### config.mk
export PLATFORM = sky130hd
export DESIGN_NAME = sysreg_file
export DESIGN_NICKNAME = d
export VERILOG_FILES = /design/src/rtl/sysreg_file_pkg.sv /design/src/rtl/sysreg_access_check.sv /design/src/rtl/sysreg_file.sv
export SDC_FILE = /design/constraint.sdc
export NUM_CORES = 2
export LEC_CHECK = 0
export BUFFER_PORTS_ARGS = -buffer_cell sky130_fd_sc_hd__buf_2
export CAP_MARGIN = 0
export CORE_ASPECT_RATIO = 2
export CORE_UTILIZATION = 40
export CTS_CLUSTER_SIZE = 10
export DETAILED_ROUTE_END_ITERATION = 8
export SYNTH_ARGS = -nofsm -noshare
export SYNTH_HDL_FRONTEND = slang
export SYNTH_SLANG_ARGS = --single-unit
### constraint.sdc
create_clock -name clk -period 2.55 [get_ports clk]
set_input_delay 0.51 -clock clk [delete_from_list [all_inputs] [get_ports clk]]
set_output_delay 0.51 -clock clk [all_outputs]
set_load 0.01 [all_outputs]
### src/rtl/sysreg_file_pkg.sv
// sysreg_file_pkg: shared widths, register id type and privilege rules for the system register file
package sysreg_file_pkg;
  localparam int GROUP_W = 5;
  localparam int REGNUM_W = 3;
  localparam int PL_W = 2;
  localparam logic [REGNUM_W-1:0] G0_ID = 3'd0;
  localparam logic [REGNUM_W-1:0] G0_CYCLE = 3'd1;
  localparam logic [REGNUM_W-1:0] G0_RETIRED = 3'd2;
  typedef struct packed {
    logic [GROUP_W-1:0] group;
    logic [REGNUM_W-1:0] regnum;
  } sysreg_id_t;
  function automatic logic [PL_W-1:0] min_pl(input logic [GROUP_W-1:0] group);
    return group == '0 ? 2'd0 : group == 5'd1 ? 2'd1 : 2'd2;
  endfunction
endpackage

### src/rtl/sysreg_access_check.sv
// sysreg_access_check: combinational legality of one system register access
module sysreg_access_check
  import sysreg_file_pkg::*;
#(
  parameter int NR_GROUPS = 4
) (
  input  logic [GROUP_W-1:0] group,
  input  logic [PL_W-1:0]    plevel,
  input  logic [PL_W-1:0]    cur_pl,
  input  logic               is_write,
  output logic               legal
);
  assign legal = int'(group) < NR_GROUPS && plevel >= min_pl(group) && plevel <= cur_pl &&
                 !(is_write && group == '0);
endmodule

### src/rtl/sysreg_file.sv
// sysreg_file: privileged system register file with read-only id/counter group and writable groups
module sysreg_file
  import sysreg_file_pkg::*;
#(
  parameter int                   REG_WIDTH = 64,
  parameter int                   NR_GROUPS = 4,
  parameter logic [REG_WIDTH-1:0] CORE_ID   = '0
) (
  input  logic                 clk,
  input  logic                 rst_n,
  input  logic [PL_W-1:0]      cur_pl,
  input  logic                 sreg_rd_en,
  input  logic [GROUP_W-1:0]   sreg_rd_group,
  input  logic [REGNUM_W-1:0]  sreg_rd_regnum,
  input  logic [PL_W-1:0]      sreg_rd_plevel,
  output logic                 sreg_rd_valid,
  output logic [REG_WIDTH-1:0] sreg_rd_data,
  output logic                 sreg_rd_fault,
  input  logic                 sreg_wr_en,
  input  logic [GROUP_W-1:0]   sreg_wr_group,
  input  logic [REGNUM_W-1:0]  sreg_wr_regnum,
  input  logic [PL_W-1:0]      sreg_wr_plevel,
  input  logic [REG_WIDTH-1:0] sreg_wr_data,
  output logic                 sreg_wr_fault,
  input  logic                 insn_retire
);
  localparam int GI_W = $clog2(NR_GROUPS);
  sysreg_id_t rd_id, wr_id;
  logic rd_legal, wr_legal;
  logic [REG_WIDTH-1:0] cycle_cnt, retired_cnt, rd_value;
  logic [REG_WIDTH-1:0] regs [NR_GROUPS][8];
  assign rd_id = '{group: sreg_rd_group, regnum: sreg_rd_regnum};
  assign wr_id = '{group: sreg_wr_group, regnum: sreg_wr_regnum};
  sysreg_access_check #(.NR_GROUPS(NR_GROUPS)) u_rd_check (
    .group(rd_id.group), .plevel(sreg_rd_plevel), .cur_pl(cur_pl), .is_write(1'b0), .legal(rd_legal)
  );
  sysreg_access_check #(.NR_GROUPS(NR_GROUPS)) u_wr_check (
    .group(wr_id.group), .plevel(sreg_wr_plevel), .cur_pl(cur_pl), .is_write(1'b1), .legal(wr_legal)
  );
  // Read mux; only meaningful when the access is legal, so indexing never leaves the array
  always_comb begin
    rd_value = '0;
    if (rd_id.group == '0)
      rd_value = rd_id.regnum == G0_ID ? CORE_ID : rd_id.regnum == G0_CYCLE ? cycle_cnt :
                 rd_id.regnum == G0_RETIRED ? retired_cnt : '0;
    else if (rd_legal)
      rd_value = regs[rd_id.group[GI_W-1:0]][rd_id.regnum];
  end
  // Free-running cycle and retired-instruction counters
  always_ff @(posedge clk or negedge rst_n) begin
    if (!rst_n) begin
      cycle_cnt <= '0;
      retired_cnt <= '0;
    end else begin
      cycle_cnt <= cycle_cnt + 1'b1;
      retired_cnt <= retired_cnt + REG_WIDTH'(insn_retire);
    end
  end
  // Writable register storage; group 0 slots are never written and stay zero
  always_ff @(posedge clk or negedge rst_n) begin
    if (!rst_n)
      regs <= '{default: '0};
    else if (sreg_wr_en && wr_legal)
      regs[wr_id.group[GI_W-1:0]][wr_id.regnum] <= sreg_wr_data;
  end
  // One-cycle read response and write fault pulse; read data holds between responses
  always_ff @(posedge clk or negedge rst_n) begin
    if (!rst_n) begin
      sreg_rd_valid <= 1'b0;
      sreg_rd_data <= '0;
      sreg_rd_fault <= 1'b0;
      sreg_wr_fault <= 1'b0;
    end else begin
      sreg_rd_valid <= sreg_rd_en;
      sreg_wr_fault <= sreg_wr_en && !wr_legal;
      if (sreg_rd_en) begin
        sreg_rd_data <= rd_legal ? rd_value : '0;
        sreg_rd_fault <= !rd_legal;
      end
    end
  end
endmodule

==> results.txt <==
Fin worst setup slack -> -35.9 ps
CTS Buf Count -> 266
Via Count -> 58,672
First-pass iteration count of the detailed router -> 7
Pwr/cell area -> 655 mW/mm²
RSZ-0062 raised after global routing -> true
Vias per cell -> 5.74
Root buf cell -> clkbuf_16
Die area -> 0.247 mm²
Initial antenna violation count -> 34
H-tree depth -> 5
Startpoint Class -> input pin
Clock latency on the worst-skew pair -> 840 ps
Core ar. -> 0.243 mm²
Synthesis-stage register bit count -> 2,243
DRC -> 0
Initial Util -> 0.403
WP buf/inv -> 3
Cell area after synthesis -> 0.0980 mm²
Synth unique cells -> 75
Estimated wirelength of the detail-placed design -> 210,000 µm
# IOs -> 158
Synth-to-layout area growth -> 16.1%
Setup Viol. Count Final -> 26
Fin util -> 0.467
Fillcell total -> 21,263
EDFF count, synth -> 0
Max Cap Viol -> 0
Worst-Margin Slew -> 1130 ps
# rows -> 256
I/O Buffers -> 157
Clock skew -> 36.2 ps
DRT iter0 DRCs -> 3,707
Top delay family on crit path -> simple AND/OR/NAND/NOR gates
Post-synth top flop -> dfrtp_1
Total gr overflow -> 0
GRT Util Overall -> 0.249
Area leader, netlist -> dfrtp_1
Final #Nets -> 7,081
Failing checks -> negative setup slack
Period utilisation layout -> 1.01
Slew margin rel. -> 0.242
Synth area leaders -> dfrtp_1 (57%), mux2_2 (17%), mux4_2 (6.1%)
Final Max Slew Viols -> 0
Max clock buf depth -> 4
Gpl congestion -> 0.899
Syn_nets -> 7,029
Setup WS pre-CTS -> -1130 ps
First-pass GRT wire length -> 452,000 µm
Remaining antenna violation count after routing -> 0
Share of cells above drive strength 1 -> 0.437
Fmax -> 0.387 GHz
Ys async rst share -> 1.00
Die H -> 702 µm
Leakage -> 55.7 nW
Setup crit end kind -> flip-flop
Vias in the first global route -> 64,013
Clock sink count -> 2,243
Die W -> 352 µm
Slowest CP cell -> or4_4
Clock-pin slew on the worst setup and hold paths -> 60 ps
Most used cell, CP -> or3_4
Crit path kind -> in -> reg
Peak supply drop -> 0.498 mV
CP required -> 3260 ps
Post-CTS Setup Bufs -> 0
Register area share after synthesis -> 0.573
Syn. warnings -> 0
Run status -> complete, but fails checks
Hold Fails Final Rpt -> 0
Final WL -> 308,000 µm
Synth Area per Inst -> 14.1 µm²
Synth top area share -> 0.573
Largest net degree at the start of global routing -> 111
Data arrival, critical path -> 3290 ps
CTS tree -> built
Critical Path Fanout Max -> 26
Synth Instances -> 6,927
Critical path, cell by cell -> buf_2, or3_4, buf_4, nor2_1, ha_1, a21oi_2, or3_4, or4_4, buf_12, mux2_4
CP max stage delay -> 660 ps
Routed len/inst -> 30.2 µm
Minimum clock period -> 2590 ps
Hold Path Class -> in -> reg
## state kept, by name, summed over array words and instances, names as in the netlist
name and cells:
sreg_rd_valid 1, retired_cnt 64, sreg_rd_data 64, sreg_rd_fault 1, regs 2048, sreg_wr_fault 1
cycle_cnt 64
## worst min-delay path, cell delays in order
cell and delay (ps):
buf_2 90, buf_4 120, o21a_1 140
## through the flow
stage,TNS (ps),area [µm²],std cells,hold slack [ps],power [mW]
2_1_floorplan,-580910,98500,6927,214,39.2
3_3_place_gp,-1164800,107000,9930,360,41.9
3_5_place_dp,-1083030,107000,9930,359,42.0
4_1_cts,0,114000,10215,20.9,75.3
5_1_grt,-260,114000,10221,99.3,76.7
6_report,-456,114000,10229,79.2,74.5
## cell usage in the layout, fill, tap and decap left out, types with 77 or more instances in the layout
cell type  instances
a22oi_1          102
buf_12           200
buf_2            151
buf_4            478
clkbuf_16        275
dfrtp_1         2243
mux2_2          1496
mux2i_1          457
mux4_2           266
nand2_1           90
o22ai_1           98
xnor2_1           77
## synthesized netlist by cell type, types with 16 or more instances
library cell,instances
o211ai_1,36
inv_1,52
and3_1,35
o21ai_0,45
buf_4,24
nor3_1,45
a221oi_1,54
mux2_2,1496
mux4_2,266
o22ai_1,98
a22o_1,17
mux2i_1,457
a22oi_1,102
clkbuf_1,821
nand4_1,38
a32o_1,16
xnor2_1,77
mux2_4,60
nor4_1,27
xor2_1,47
a21oi_1,65
a221o_1,46
nand3_1,73
o221ai_1,37
dfrtp_1,2243
buf_2,189
nor2_1,64
and4_1,17
nand2_1,94
o22a_1,24
nor2b_1,30
a211o_1,21
o32ai_1,19
## path summary, 6_finish.rpt
kind	slack [ps]	endpoint	cells after the start	from
worst max-delay path	-40	regs[607]	10	sreg_wr_group[3]
worst min-delay path	80	sreg_wr_fault	3	sreg_wr_en
worst max register to register	60	sreg_rd_data[50]	5	regs[434]
worst min register to register	370	regs[1682]	0	regs[1682]
max in group asynchronous	1100	regs[349]	4	rst_n
min in group asynchronous	230	regs[1368]	2	rst_n
## routing by layer
layer | GRT usage | up-vias | share of wire
met4 | 0.116 | 24 | 0.051
met5 | 0 | - | 0.00047
li1 | - | 24778 | -
met3 | 0.0326 | 687 | 0.042
met2 | 0.440 | 1606 | 0.52
met1 | 0.300 | 31577 | 0.39
## kinds of logic after synthesis
logic type,Yosys count,share of synthesized area
and+or+nand+nor,514,0.0295
buffers and inverters,1115,0.0470
muxes,2284,0.290
xor gates and xnor gates,124,0.0111
DFF,2243,0.573
AOI/OAI and AO/OA,636,0.0487
adders and majority gates,11,0.00140
## repair_timing
item | in CTS | in global routing
gates resized for setup | 1 | 17
hold buffers | 2 | 0
gates cloned | 0 | 4
endpoints found under the setup margin | 174 | 536
hold endpoints to repair | 55 | 0
## final cells by class
cell class / count / area [µm²] / share of cell area
clock buffers: 273 / 6810 / 0.0599
flip-flops and latches: 2243 / 56100 / 0.493
well taps: 3225 / 4040 / 0.0355
diodes: 10 / 25.0 / 0.000220
repair buffers: 846 / 8610 / 0.0757
clock inverters: 10 / 110 / 0.000968
multi-input cells: 3569 / 37800 / 0.333
inverters: 53 / 199 / 0.00175
## power by group
| group | total [mW] | internal (mW) | switching [mW] |
|---|---|---|---|
| Combinational | 4.84 | 1.82 | 3.01 |
| Clock | 33.1 | 18.8 | 14.3 |
| Sequential | 36.5 | 36.2 | 0.334 |
| Total | 74.5 | 56.8 | 17.7 |
Power figures use the tool's default switching activity.
